**src/rtl/mau_pkg.sv**
```systemverilog
// Shared definitions for the memory access unit: default widths, FSM state
// encoding and the request-kind decode used on accept.
package mau_pkg;

    localparam int MAU_ADDR_W = 28;
    localparam int MAU_DATA_W = 32;

    localparam logic [2:0] ST_IDLE  = 3'd0;
    localparam logic [2:0] ST_CLEAR = 3'd1;
    localparam logic [2:0] ST_WRITE = 3'd2;
    localparam logic [2:0] ST_READ  = 3'd3;
    localparam logic [2:0] ST_RESP  = 3'd4;

    typedef enum logic [1:0] {
        REQ_LOAD  = 2'd0,
        REQ_STORE = 2'd1,
        REQ_CLEAR = 2'd2
    } req_kind_e;

    // Clear outranks store, store outranks load.
    function automatic req_kind_e decode_kind(input logic clr, input logic we);
        if (clr) return REQ_CLEAR;
        if (we)  return REQ_STORE;
        return REQ_LOAD;
    endfunction

    function automatic int max_int(input int a, input int b);
        return (a > b) ? a : b;
    endfunction

endpackage

```
**src/rtl/mau_wait_counter.sv**
```systemverilog
// Loadable down-counter that times the strobe windows of the access unit;
// done is high while the count is zero.
module mau_wait_counter #(
    parameter int CNT_W = 1
) (
    input  logic             clk,
    input  logic             rst_n,
    input  logic             load,
    input  logic [CNT_W-1:0] load_val,
    input  logic             dec,
    output logic             done
);

    logic [CNT_W-1:0] cnt_q, cnt_d;

    always_comb begin
        // NOTE: default assignment first so no path leaves cnt_d unassigned (no latch).
        cnt_d = cnt_q;
        if (load) begin
            cnt_d = load_val;
        end else if (dec && (cnt_q != '0)) begin
            cnt_d = cnt_q - CNT_W'(1);
        end
    end

    // NOTE: sequential state uses non-blocking assignments only.
    always_ff @(posedge clk or negedge rst_n) begin
        if (!rst_n) begin
            cnt_q <= '0;
        end else begin
            cnt_q <= cnt_d;
        end
    end

    assign done = (cnt_q == '0);

endmodule

```
**src/rtl/mem_access_unit.sv**
```systemverilog
// CPU-side initiator for the MemoryModule port: load/store/clear with valid/ready.
// Optional MAU_RANGE_CHECK_EN: non-clear requests with req_addr >= MEM_DEPTH get resp_err.
module mem_access_unit
    import mau_pkg::*;
#(
    parameter int ADDR_W    = MAU_ADDR_W,
    parameter int DATA_W    = MAU_DATA_W,
    parameter int WR_LAT    = 1,
    parameter int RD_LAT    = 1,
    parameter int MEM_DEPTH = 256
) (
    input  logic              clk,
    input  logic              rst_n,
    input  logic              req_valid,
    output logic              req_ready,
    input  logic              req_we,
    input  logic              req_clr,
    input  logic [ADDR_W-1:0] req_addr,
    input  logic [DATA_W-1:0] req_wdata,
    output logic              resp_valid,
    input  logic              resp_ready,
    output logic [DATA_W-1:0] resp_rdata,
    output logic              resp_err,
    output logic [ADDR_W-1:0] mem_address,
    output logic [DATA_W-1:0] mem_data,
    output logic              mem_wr,
    output logic              mem_rd,
    output logic              mem_rst,
    input  logic [DATA_W-1:0] mem_data1
);

    localparam int CNT_W = $clog2(max_int(WR_LAT, RD_LAT) + 1);
    localparam logic [CNT_W-1:0] WR_LOAD = CNT_W'(WR_LAT - 1);
    localparam logic [CNT_W-1:0] RD_LOAD = CNT_W'(RD_LAT - 1);

    logic [2:0]        state_q, state_d;
    logic              req_ready_q, req_ready_d;
    logic              resp_valid_q, resp_valid_d;
    logic              resp_err_q, resp_err_d;
    logic [DATA_W-1:0] resp_rdata_q, resp_rdata_d;
    logic [ADDR_W-1:0] addr_q, addr_d;
    logic [DATA_W-1:0] data_q, data_d;
    logic              mem_wr_q, mem_wr_d;
    logic              mem_rd_q, mem_rd_d;
    logic              mem_rst_q, mem_rst_d;
    logic              cnt_load, cnt_done;
    logic [CNT_W-1:0]  cnt_load_val;
    logic              out_of_range;

`ifdef MAU_RANGE_CHECK_EN
    localparam logic [ADDR_W:0] DEPTH_LIM = (ADDR_W + 1)'(MEM_DEPTH);
    assign out_of_range = ({1'b0, req_addr} >= DEPTH_LIM);
`else
    // Depth only matters when range checking is built in.
    logic unused_depth;
    assign unused_depth = ^MEM_DEPTH;
    assign out_of_range = 1'b0;
`endif

    always_comb begin
        state_d      = state_q;
        addr_d       = addr_q;
        data_d       = data_q;
        resp_rdata_d = resp_rdata_q;
        resp_err_d   = resp_err_q;
        case (state_q)
            ST_IDLE: begin
                if (req_valid && req_ready_q) begin
                    addr_d       = req_addr;
                    data_d       = req_wdata;
                    resp_rdata_d = '0;
                    resp_err_d   = 1'b0;
                    case (decode_kind(req_clr, req_we))
                        REQ_CLEAR: state_d = ST_CLEAR;
                        REQ_STORE: state_d = ST_WRITE;
                        default:   state_d = ST_READ;
                    endcase
                    if (!req_clr && out_of_range) begin
                        state_d    = ST_RESP;
                        resp_err_d = 1'b1;
                    end
                end
            end
            ST_CLEAR: state_d = ST_RESP;
            ST_WRITE: if (cnt_done) state_d = ST_RESP;
            ST_READ: begin
                if (cnt_done) begin
                    resp_rdata_d = mem_data1;
                    state_d      = ST_RESP;
                end
            end
            ST_RESP:  if (resp_ready) state_d = ST_IDLE;
            default:  state_d = ST_IDLE;
        endcase

        // Counter reloads on every state change; strobes follow the next state.
        cnt_load     = (state_d != state_q);
        cnt_load_val = (state_d == ST_WRITE) ? WR_LOAD :
                       (state_d == ST_READ)  ? RD_LOAD : '0;
        req_ready_d  = (state_d == ST_IDLE);
        resp_valid_d = (state_d == ST_RESP);
        mem_wr_d     = (state_d == ST_WRITE);
        mem_rd_d     = (state_d == ST_READ);
        mem_rst_d    = (state_d == ST_CLEAR);
    end

    always_ff @(posedge clk or negedge rst_n) begin
        if (!rst_n) begin
            state_q      <= ST_IDLE;
            req_ready_q  <= 1'b0;
            resp_valid_q <= 1'b0;
            resp_err_q   <= 1'b0;
            resp_rdata_q <= '0;
            addr_q       <= '0;
            data_q       <= '0;
            mem_wr_q     <= 1'b0;
            mem_rd_q     <= 1'b0;
            mem_rst_q    <= 1'b0;
        end else begin
            state_q      <= state_d;
            req_ready_q  <= req_ready_d;
            resp_valid_q <= resp_valid_d;
            resp_err_q   <= resp_err_d;
            resp_rdata_q <= resp_rdata_d;
            addr_q       <= addr_d;
            data_q       <= data_d;
            mem_wr_q     <= mem_wr_d;
            mem_rd_q     <= mem_rd_d;
            mem_rst_q    <= mem_rst_d;
        end
    end

    mau_wait_counter #(
        .CNT_W(CNT_W)
    ) u_wait (
        .clk     (clk),
        .rst_n   (rst_n),
        .load    (cnt_load),
        .load_val(cnt_load_val),
        .dec     (1'b1),
        .done    (cnt_done)
    );

    assign req_ready   = req_ready_q;
    assign resp_valid  = resp_valid_q;
    assign resp_err    = resp_err_q;
    assign resp_rdata  = resp_rdata_q;
    assign mem_address = addr_q;
    assign mem_data    = data_q;
    assign mem_wr      = mem_wr_q;
    assign mem_rd      = mem_rd_q;
    assign mem_rst     = mem_rst_q;

endmodule

```
**config.mk**
```make
export PLATFORM = sky130hd
export DESIGN_NAME = mem_access_unit
export DESIGN_NICKNAME = d
export VERILOG_FILES = /design/src/rtl/mau_pkg.sv /design/src/rtl/mau_wait_counter.sv /design/src/rtl/mem_access_unit.sv
export SDC_FILE = /design/constraint.sdc
export NUM_CORES = 1
export LEC_CHECK = 0
export BUFFER_PORTS_ARGS = -buffer_cell sky130_fd_sc_hd__buf_4
export CAP_MARGIN = 20
export CORE_MARGIN = 1
export CORE_UTILIZATION = 41
export DETAILED_ROUTE_END_ITERATION = 7
export HOLD_SLACK_MARGIN = 0.15
export MAX_ROUTING_LAYER = met4
export PLACE_DENSITY = 0.82
export SYNTH_ARGS = -nofsm -noshare
export SYNTH_HDL_FRONTEND = slang
export SYNTH_SLANG_ARGS = --single-unit
```
**constraint.sdc**
```tcl
create_clock -name clk -period 1.59 [get_ports clk]
set_clock_uncertainty 0.1 [all_clocks]
set_input_delay 0.318 -clock clk [delete_from_list [all_inputs] [get_ports clk]]
set_output_delay 0.318 -clock clk [all_outputs]
set_load 0.02 [all_outputs]
```
==> run summary, run 1 <==
Max Cap Viol = 0
Initial DRC Count = 88
Mean post-synth cell area = 15.1 sq um
Remaining global-route overflow = 0
Max-slew violation count = 0
Sequential cell area fraction in the yosys report = 64.0%
Non-Filler Instances = 700
# fillers = 517
Dpl cells = 576
WP data required = 1.72 ns
CTS tree = yes
CP Launch Point = state_q[1]
GRT Util Overall = 26.0%
Post-route total power = 12100 uW
Worst Path Buf+Inv = 2
Multi-input logic area = 1360 sq um
Drt wl/cell = 18.0 um
Die extent in y = 99.7 um
Die area = 9930 sq um
Slowest-stage cell, CP = dfrtp_1
Synth Warn # = 0
Cell Rows = 35
Average vias per placed instance = 4.81
Crit path time final = 1.64 ns
Clock transition at the registers of the reported paths = 0.10 ns
CP peak stage delay = 0.40 ns
Critical path arrival = 1.77 ns
Post-Synth XOR/XNOR Area = 0%
Largest family of logic cells by synthesized area = multiplexers
Clock root buffer = clkbuf_8
Critical path cell sequence = nor2_2 -> and4b_4 -> buf_4 -> buf_12 -> mux2_4
First-pass GRT wire length = 19.2 mm
Final worst path period share = 103%
Worst-path fanout max = 12
Worst Max-Slew Pin Slew = 0.505 ns
Post-Syn Instances = 259
Most common cell after layout, fill and taps aside = buf_4
R2R Path Start = state_q[1]
Simple-gate share of the synthesized area = 4.93%
Hold_sp = req_valid
Slew headroom = 66.3%
DR vias = 3368
Worst setup SP type = flop
Remaining DRCs = 0
Routed WL = 12.6 mm
Number of CTS-inserted buffers = 9
Layout net count = 663
Endpoint type of the worst setup path = flop
Post-synthesis mux area share = 19.5%
Setup violators final = 58
Synth Area in Compound Gates = 7.55%
Pleak = 0.00342 uW
Initial Util = 42.3%
Flop and latch count out of synthesis = 100
CP delay by family, top = simple AND/OR/NAND/NOR gates
H-tree levels = 3
DRT antenna net count = 0
Failing checks = setup timing
Register area = 2500 sq um
VDD IR max = 0.000735 V
Layout cell share with drive strength beyond 1 = 52.3%
Largest net degree at the start of global routing = 61
Initial antenna violation count = 1
RSZ-0062 raised after global routing = true
Die width = 99.7 um
I/O pins = 196
Outcome = finished with violations
Most frequent cells in the layout = buf_4, dfrtp_1, dlygate4sd3_1, mux2_4, nand2_1
Final WS setup = -0.0453 ns
Synthesized cell area = 3910 sq um
Core ar. = 9240 sq um
Area growth syn-to-layout = 80.0%
Synth Area in Adders = 0%
Drt pass-1 iters = 4
HP Class = primary input to flop
Placer Congestion = 0.827
# clock sinks = 100
Vias in the first global route = 3652
Post-synthesis cell type count = 21
Clock Path Buffers = 2
Port bufs = 194
Clock Latency Late Sink = 0.35 ns
Power Density = 1720 nW/um^2
Worst hold slack = 0.223 ns
Syn Nets = 357
Fmax = 0.612 GHz
Final Hold Vio Count = 0
Detail Placement HPWL = 6.72 mm
Crit Path Category = flop to flop
-- registers in the layout, indices dropped and copies added, names as in the netlist --
register / count
mem_wr: 1
state_q: 3
mem_data: 32
resp_valid: 1
req_ready: 1
mem_rst: 1
mem_address: 28
mem_rd: 1
resp_rdata: 32
-- layer usage --
metal / up-vias / share of wire [%] / GRT usage [%] / wire [um]
li1: 1528 / - / - / -
met1: 1670 / 39 / 30.3 / 4960
met2: 147 / 54 / 45.0 / 6770
met3: 23 / 4.6 / 4.43 / 578
met4: 0 / 2.2 / 9.62 / 280
met5: - / 0 / - / 0
-- power breakdown --
part	internal [uW]	switching, uW	total [uW]
clock network	945	916	1860
registers	3520	645	4170
logic	3300	2750	6060
total	7770	4320	12100
-- logic make-up (layout without fill, tap and decap cells) --
| group | count (synthesis) | count (layout) |
|---|---|---|
| flops | 100 | 100 |
| mux | 60 | 60 |
| simple gates | 44 | 44 |
| compound gates | 35 | 35 |
| buf+inv | 19 | 330 |
| other cells | 1 | 2 |
-- worst register-to-register path: cells and delay by family, from the launching register on --
| kind | cells | cell delay (ns) |
|---|---|---|
| AND/OR/NAND/NOR | 2 | 0.42 |
| flip-flops | 1 | 0.40 |
| multiplexers | 1 | 0.32 |
| buffers and inverters | 2 | 0.29 |
-- path summary, 6_finish.rpt --
path	slack, ns	to	depth (start not counted)
max	-0.05	mem_address[13]	5
max in group asynchronous	0.48	resp_rdata[26]	3
max reg2reg	-0.05	mem_address[13]	5
min reg2reg	0.42	mem_address[21]	1
min in group asynchronous	0.44	mem_address[3]	3
min	0.22	mem_rst	3
-- final cells by class --
class                      instances  share of cell area (%)
clock inverter                     6                    1.33
multi-input combinational        140                    19.3
antenna                            1                  0.0355
tap                              129                    2.29
inverter                           1                  0.0533
sequential                       100                    35.5
clock buffer                      10                    1.96
timing repair buffer             313                    39.4
-- Yosys cell counts --
master | instances | area share [%]
nand4b_1 | 1 | 0.22
or4b_2 | 1 | 0.26
nor2_2 | 1 | 0.16
conb_1 | 1 | 0.096
clkbuf_1 | 6 | 0.58
and3_1 | 1 | 0.16
nand3b_1 | 1 | 0.19
dfrtp_1 | 100 | 64
nor2_1 | 4 | 0.38
mux2_4 | 23 | 8.8
nand2_1 | 33 | 3.2
buf_4 | 4 | 0.77
buf_8 | 2 | 0.77
inv_1 | 1 | 0.096
mux2_2 | 37 | 11
o21ai_0 | 2 | 0.26
buf_6 | 6 | 1.7
nor3_1 | 1 | 0.13
o2bb2ai_1 | 32 | 7.2
and4b_1 | 1 | 0.26
a21oi_1 | 1 | 0.13
-- metrics by stage --
step	cell area (sq um)	TNS [ns]	utilization (%)	setup WS, ns
6_report	7040	-1.16	76.2	-0.0453
5_1_grt	7040	-3.95	76.2	-0.0908
4_1_cts	6940	-0.587	75.1	-0.0416
3_5_place_dp	5520	-1.69	59.8	-0.0556
3_3_place_gp	5520	-0.300	59.8	-0.0143
2_1_floorplan	3910	-0.870	-	-0.0388
-- what timing repair did --
item | CTS | global route
pin swaps | 2 | 1
endpoints found under the setup margin | 55 | 90
buffers inserted | 6 | 0
endpoints found under the hold margin | 199 | 0
hold buffers | 96 | 0
gates cloned | 3 | 2
resized for setup | 25 | 13
Power figures use the tool's default switching activity.
==> inputs of run 2 (changes only) <==
--- a/config.mk
+++ b/config.mk
@@ -8,11 +8,12 @@
 export BUFFER_PORTS_ARGS = -buffer_cell sky130_fd_sc_hd__buf_4
 export CAP_MARGIN = 20
 export CORE_MARGIN = 1
-export CORE_UTILIZATION = 41
+export CORE_UTILIZATION = 43
+export CTS_BUF_LIST = sky130_fd_sc_hd__clkbuf_2
 export DETAILED_ROUTE_END_ITERATION = 7
 export HOLD_SLACK_MARGIN = 0.15
 export MAX_ROUTING_LAYER = met4
-export PLACE_DENSITY = 0.82
+export PLACE_DENSITY = 0.85
 export SYNTH_ARGS = -nofsm -noshare
 export SYNTH_HDL_FRONTEND = slang
 export SYNTH_SLANG_ARGS = --single-unit
==> run 2 against run 1 <==
  * The run still ends with setup timing left
  * Cell count rose by 2.0%
  * Total power grew 1.4%
  * Hold slack better by 0.094 ns
==> run summary, run 2 (same netlist as run 1, synthesis figures left out) <==
Outcome = finished with violations
Failing checks = setup timing
Max-slew violation count = 0 (unchanged)
Initial antenna violation count = 0 (-1)
I/O pins = 196 (unchanged)
Clock Latency Late Sink = 0.52 ns (+0.17 ns)
H-tree levels = 3 (unchanged)
Number of CTS-inserted buffers = 9 (unchanged)
Crit Path Category = flop to flop
Internal = 7760 uW (-0.21%)
Slew headroom = 59.8% (-6.5 points)
Remaining global-route overflow = 0 (unchanged)
GRT Util Overall = 28.1% (+2.1 points)
Layout net count = 700 (+5.6%)
# clock sinks = 100 (unchanged)
Cell Rows = 34 (-2.9%)
Fmax = 0.607 GHz (-0.67%)
HP Class = primary input to asynchronous set/reset pin
Final Hold Vio Count = 0 (unchanged)
Die extent in y = 97.4 um (-2.3%)
Final WS setup = -0.0563 ns (-0.0110 ns)
Initial DRC Count = 114 (+30%)
RSZ-0062 raised after global routing = true
Dpl cells = 556 (-3.5%)
Most common cell after layout, fill and taps aside = buf_4
Clock transition at the registers of the reported paths = 0.26 ns (+0.16 ns)
Max Cap Viol = 0 (unchanged)
Area growth syn-to-layout = 88.2%
Clock Path Buffers = 2 (unchanged)
Power Density = 1670 nW/um^2 (-3.0%)
Sequential power share = 35.3% (+0.8 points)
Die area = 9480 sq um (-4.6%)
VDD IR max = 0.000776 V (+5.6%)
Portion of total power attributed to the clock network = 8.4% (-7.0 points)
Placer Congestion = 0.745 (-10%)
Largest net degree at the start of global routing = 53 (-13%)
Core ar. = 8760 sq um (-5.2%)
Worst-path fanout max = 21 (+9)
Non-Filler Instances = 714 (+2.0%)
Setup TNS = -1.72 ns (-0.555 ns)
Port bufs = 194 (unchanged)
Drt pass-1 iters = 5 (+1)
Worst setup SP type = flop
Critical path arrival = 2.00 ns (+0.23 ns)
Switching share of power = 36.8% (+1.0 points)
Average vias per placed instance = 4.98 (+3.6%)
Initial Util = 44.6% (+2.3 points)
DR vias = 3558 (+5.6%)
Final worst path period share = 104% (+0.69 points)
Crit path time final = 1.65 ns (+0.0110 ns)
Remaining DRCs = 0 (unchanged)
Ant. Diodes = 0 (-1)
Detail Placement HPWL = 6.59 mm (-2.0%)
Most frequent cells in the layout = buf_4, dfrtp_1, buf_6, dlygate4sd3_1, mux2_4
Setup violators final = 60 (+3.4%)
Drt wl/cell = 18.7 um (+4.2%)
Clock root buffer = clkbuf_2
Vias in the first global route = 3845 (+5.3%)
Layout cell share with drive strength beyond 1 = 54.6% (+2.3 points)
Comb power frac = 56.2% (+6.1 points)
Die width = 97.4 um (-2.3%)
Pleak = 0.00356 uW (+4.2%)
Switch Pwr = 4510 uW (+4.4%)
Post-route total power = 12300 uW (+1.4%)
First-pass GRT wire length = 20.0 mm (+3.9%)
Endpoint type of the worst setup path = flop
Routed WL = 13.4 mm (+6.3%)
R2R Setup Slk = -0.06 ns (about the same)
Worst Max-Slew Pin Slew = 0.603 ns (+0.0978 ns)
DRT antenna net count = 0 (unchanged)
WP data required = 1.95 ns (+0.23 ns)
CTS tree = yes
-- run 2: changes by cell type in the layout (fill, tap and decap cells not counted), moves of 3 or more --
cell      delta
buf_4       -57
buf_6       +99
clkbuf_8    -10
clkbuf_2     +9
buf_16       -3
mux2_2      +11
mux2_4      -11
-- run 2: per-layer routing --
metal | wire (um) | part of all wire, % | global-route usage [%] | vias to the layer above
li1 | - | - | - | 1594
met1 | 4960 | 37 | 30.9 | 1750
met2 | 7260 | 54 | 49.2 | 171
met3 | 654 | 4.9 | 5.04 | 43
met4 | 503 | 3.8 | 13.6 | 0
met5 | 0 | 0 | - | -
-- run 2: power groups by stage --
stage | logic (uW) | clock network [uW] | registers (uW)
after floorplan | 1810 | 0 | 5240
after global placement | 4980 | 0 | 4070
after global routing | 7190 | 1170 | 4430
final | 6900 | 1040 | 4330
after detailed placement | 5080 | 0 | 4130
after CTS | 6110 | 1060 | 4180
-- run 2: cell type report --
cell class,count,area (sq um)
multi-input cells,140,1320
fillers,430,1410
inverters,1,3.75
clock inverters,6,41.3
repair buffers,350,3310
clock buffers,9,45.0
flip-flops and latches,100,2500
well taps,108,135
-- run 2: final timing paths --
path,start,endpoint,cells past startpoint
max,state_q[0],mem_data[16],4
min,rst_n,mem_address[4],3
max reg2reg,state_q[0],mem_data[16],4
min reg2reg,mem_data[3],mem_data[3],1
max in group asynchronous,rst_n,mem_data[30],4
min in group clk,req_clr,state_q[1],3
-- run 2: critical path: stages, from the launching register on --
cell     delay, ns
dfrtp_1       0.46
nor2_2        0.14
and4b_4       0.31
buf_12        0.20
mux2_2        0.36
-- run 2: metrics by stage --
stage,utilization [%],worst slack [ns],area (sq um),hold slack (ns)
after floorplan,-,-0.0388,3910,-0.0776
after global placement,63.0,0.0184,5520,0.215
after detailed placement,63.0,-0.0192,5520,0.220
after CTS,80.3,-0.0360,7040,0.252
after global routing,84.0,-0.0968,7360,0.272
final,84.0,-0.0563,7360,0.316
-- run 2: timing repair --
action,4_1_cts,5_1_grt
setup buffers,18,27
hold buffers,98,0
setup endpoints to repair,99,185
endpoints found under the hold margin,200,0
gates cloned,0,0
resized for setup,86,31
==> inputs of run 3 (changes only) <==
--- a/config.mk
+++ b/config.mk
@@ -5,15 +5,16 @@
 export SDC_FILE = /design/constraint.sdc
 export NUM_CORES = 1
 export LEC_CHECK = 0
+export ABC_AREA = 1
 export BUFFER_PORTS_ARGS = -buffer_cell sky130_fd_sc_hd__buf_4
 export CAP_MARGIN = 20
 export CORE_MARGIN = 1
-export CORE_UTILIZATION = 43
+export CORE_UTILIZATION = 42
 export CTS_BUF_LIST = sky130_fd_sc_hd__clkbuf_2
 export DETAILED_ROUTE_END_ITERATION = 7
 export HOLD_SLACK_MARGIN = 0.15
 export MAX_ROUTING_LAYER = met4
-export PLACE_DENSITY = 0.85
+export PLACE_DENSITY = 0.84
 export SYNTH_ARGS = -nofsm -noshare
 export SYNTH_HDL_FRONTEND = slang
 export SYNTH_SLANG_ARGS = --single-unit
==> run 3 against run 2 <==
  * The flow still finishes with violations (setup timing)
  * First-iteration DRC count up 36%
  * Die area up 0.12%
  * Combinational power down 18%
  * Routed wire length up 7.6%
  * Hold slack better by 0.039 ns
  * Area after synthesis down 2.2%
  * Synthesized cell count up 63%
  * Via count up 20%
  * Critical path type is now flop to output pin
==> run summary, run 3 <==
RR Endpoint = mem_data[6]
Placer Congestion = 0.760 (+2.1%)
Max-slew violation count = 0 (unchanged)
Die area = 9490 sq um (+0.12%)
Remaining DRCs = 0 (unchanged)
HP Class = primary input to flop
Reg2reg path depth = 6 (+2)
Detail Placement HPWL = 7.04 mm (+6.8%)
Final worst path period share = 102% (-1.2 points)
Port bufs = 194 (unchanged)
Cell Rows = 34 (unchanged)
Vias in the first global route = 4520 (+18%)
Synthesized cell area = 3820 sq um (-2.2%)
Worst hold slack = 0.355 ns (+0.0388 ns)
RSZ-0062 raised after global routing = true
Synth top area share = 65.4% (+1.4 points)
Final Hold Vio Count = 0 (unchanged)
Initial DRC Count = 155 (+36%)
Switching share of power = 41.0% (+4.3 points)
Worst setup SP type = flop
CP Launch Point = resp_rdata[23]
Post-synth EDFFs = 0 (unchanged)
Most common cell in the synthesized netlist = nand2_1
Largest net degree at the start of global routing = 54 (+1.9%)
Number of CTS-inserted buffers = 9 (unchanged)
Final WS setup = -0.0379 ns (+0.0184 ns)
I/O pins = 196 (unchanged)
VDD IR max = 0.00109 V (+40%)
Clock Latency Late Sink = 0.52 ns (about the same)
R2R Setup Slk = 0.09 ns (+0.15 ns)
Sequential power share = 37.5% (+2.2 points)
Setup violators final = 18 (-70%)
DRT antenna net count = 0 (unchanged)
Critical Path Stages = 1 (-3)
Top FF cell, synth = dfrtp_1
Outcome = finished with violations
CP endpoint = resp_rdata[23]
Fmax = 0.614 GHz (+1.1%)
Crit path time final = 1.63 ns (-0.0184 ns)
Worst Path Buf+Inv = 1 (unchanged)
Synth area leaders = dfrtp_1, nand2_1, nand3_1
Drt wl/cell = 16.7 um (-11%)
CTS tree = yes
Endpoint type of the worst setup path = output pin
Clock Path Buffers = 2 (unchanged)
Layout cell share with drive strength beyond 1 = 34.7% (-20 points)
Critical path arrival = 1.21 ns (-0.79 ns)
Max Cap Viol = 0 (unchanged)
Post-route total power = 10900 uW (-11%)
H-tree levels = 3 (unchanged)
Core ar. = 8760 sq um (unchanged)
Post-Syn Instances = 423 (+63%)
Switch Pwr = 4470 uW (-0.86%)
Clock root buffer = clkbuf_2
Internal = 6420 uW (-17%)
Average vias per placed instance = 4.95 (-0.73%)
Crit Path Category = flop to output pin
Sequential cell area fraction in the yosys report = 65.4% (+1.4 points)
Synth Warn # = 0 (unchanged)
DR vias = 4259 (+20%)
Drt pass-1 iters = 4 (-1)
Die width = 97.4 um (about the same)
Failing checks = setup timing
Pleak = 0.00395 uW (+11%)
Mean post-synth cell area = 9.04 sq um (-40%)
Comb power frac = 51.8% (-4.4 points)
# clock sinks = 100 (unchanged)
Most common cell after layout, fill and taps aside = nand2_1
Area growth syn-to-layout = 87.5%
Area leader, netlist = dfrtp_1
Routed WL = 14.4 mm (+7.6%)
WP data required = 1.17 ns (-0.78 ns)
Flop and latch count out of synthesis = 100 (unchanged)
Syn Nets = 521 (+46%)
CP peak stage delay = 0.49 ns (+0.03 ns)
Slowest-stage cell, CP = dfrtp_1
GRT Util Overall = 29.8% (+1.7 points)
Power Density = 1520 nW/um^2 (-8.8%)
Initial antenna violation count = 1 (+1)
Worst-path fanout max = 2 (-90%)
Clock transition at the registers of the reported paths = 0.32 ns (+0.06 ns)
FFs w/ async S/R, synth = 100% (unchanged)
Top cells by count, synth = nand2_1, dfrtp_1, nand3_1, buf_2, buf_4
Portion of total power attributed to the clock network = 10.7% (+2.3 points)
Post-synthesis cell type count = 16 (-24%)
R2R Path Start = state_q[0]
Fin util = 81.8% (-2.2 points)
Initial Util = 43.6% (-0.99 points)
Critical path cell sequence = buf_6
Layout net count = 845 (+21%)
Die extent in y = 97.4 um (about the same)
Remaining global-route overflow = 0 (unchanged)
Most frequent cells in the layout = nand2_1, buf_4, dfrtp_1, dlygate4sd3_1, buf_6
CP delay by family, top = flip-flops
First-pass GRT wire length = 21.5 mm (+7.7%)
run 3: cell types whose count changed in the layout (fill, tap and decap cells not counted), sizes merged, moves of 2 or more:
cell	change
mux2	-60
o2bb2ai	-32
nand2	+216
nand3	+34
buf	-15
and2	+2
inv	+9
o21ai	-2
run 3: logic make-up after synthesis:
| family | after synthesis | share of synthesized area [%] |
|---|---|---|
| DFF | 100 | 65.4 |
| and+or+nand+nor | 290 | 30.0 |
| other | 1 | 0.0981 |
| buffers and inverters | 30 | 4.16 |
| AOI/OAI and AO/OA | 2 | 0.262 |
run 3: power groups by stage:
stage	registers (uW)	logic [uW]	clock network, uW
after global routing	4170	5960	1310
after CTS	4010	5130	1180
after detailed placement	3930	4310	0
after global placement	3900	4190	0
after floorplan	4930	1280	0
final	4090	5640	1160
run 3: how the worst min path moves through the flow:
stage,depth (start not counted),slack (ns),end,startpoint
finish,3,0.35,mem_rd,req_we
global route,3,0.30,mem_rd,req_we
detailed placement,1,0.16,mem_address[25],rst_n
global placement,1,0.15,mem_address[25],rst_n
floorplan,0,-0.08,mem_address[0],rst_n
CTS,3,0.31,mem_rd,req_we
run 3: final cells by class:
class                   instances  area (sq um)
diodes                          1          2.50
clock buffers                   9          45.0
clock inverters                 7          57.6
fillers                       473          1600
inverters                       7          26.3
multi-input cells             293          1190
flip-flops and latches        100          2500
well taps                     108           135
repair buffers                336          3210
run 3: per-stage QoR:
| stage | cell area (sq um) | setup slack (ns) | instances | setup TNS (ns) |
|---|---|---|---|---|
| after CTS | 6980 | -0.0515 | 844 | -2.37 |
| after floorplan | 3820 | 0.238 | 423 | 0 |
| after global placement | 5440 | 0.162 | 713 | 0 |
| after detailed placement | 5440 | 0.111 | 713 | 0 |
| final | 7170 | -0.0379 | 861 | -0.224 |
| after global routing | 7170 | -0.129 | 861 | -7.38 |
run 3: timing repair:
| item | in CTS | in global routing |
|---|---|---|
| gates cloned | 0 | 1 |
| pin swaps | 0 | 1 |
| hold buffers | 98 | 0 |
| endpoints found under the setup margin | 88 | 151 |
| hold endpoints to repair | 200 | 0 |
| resized for setup | 87 | 13 |
| setup buffers | 17 | 15 |
run 3: metal layers:
layer / routed length [um] / part of all wire (%) / global-route usage, % / vias to the layer above
li1: - / - / - / 1933
met1: 5180 / 36 / 30.8 / 2034
met2: 7530 / 52 / 52.7 / 222
met3: 863 / 6.0 / 6.47 / 70
met4: 830 / 5.8 / 16.3 / 0
met5: 0 / 0 / - / -
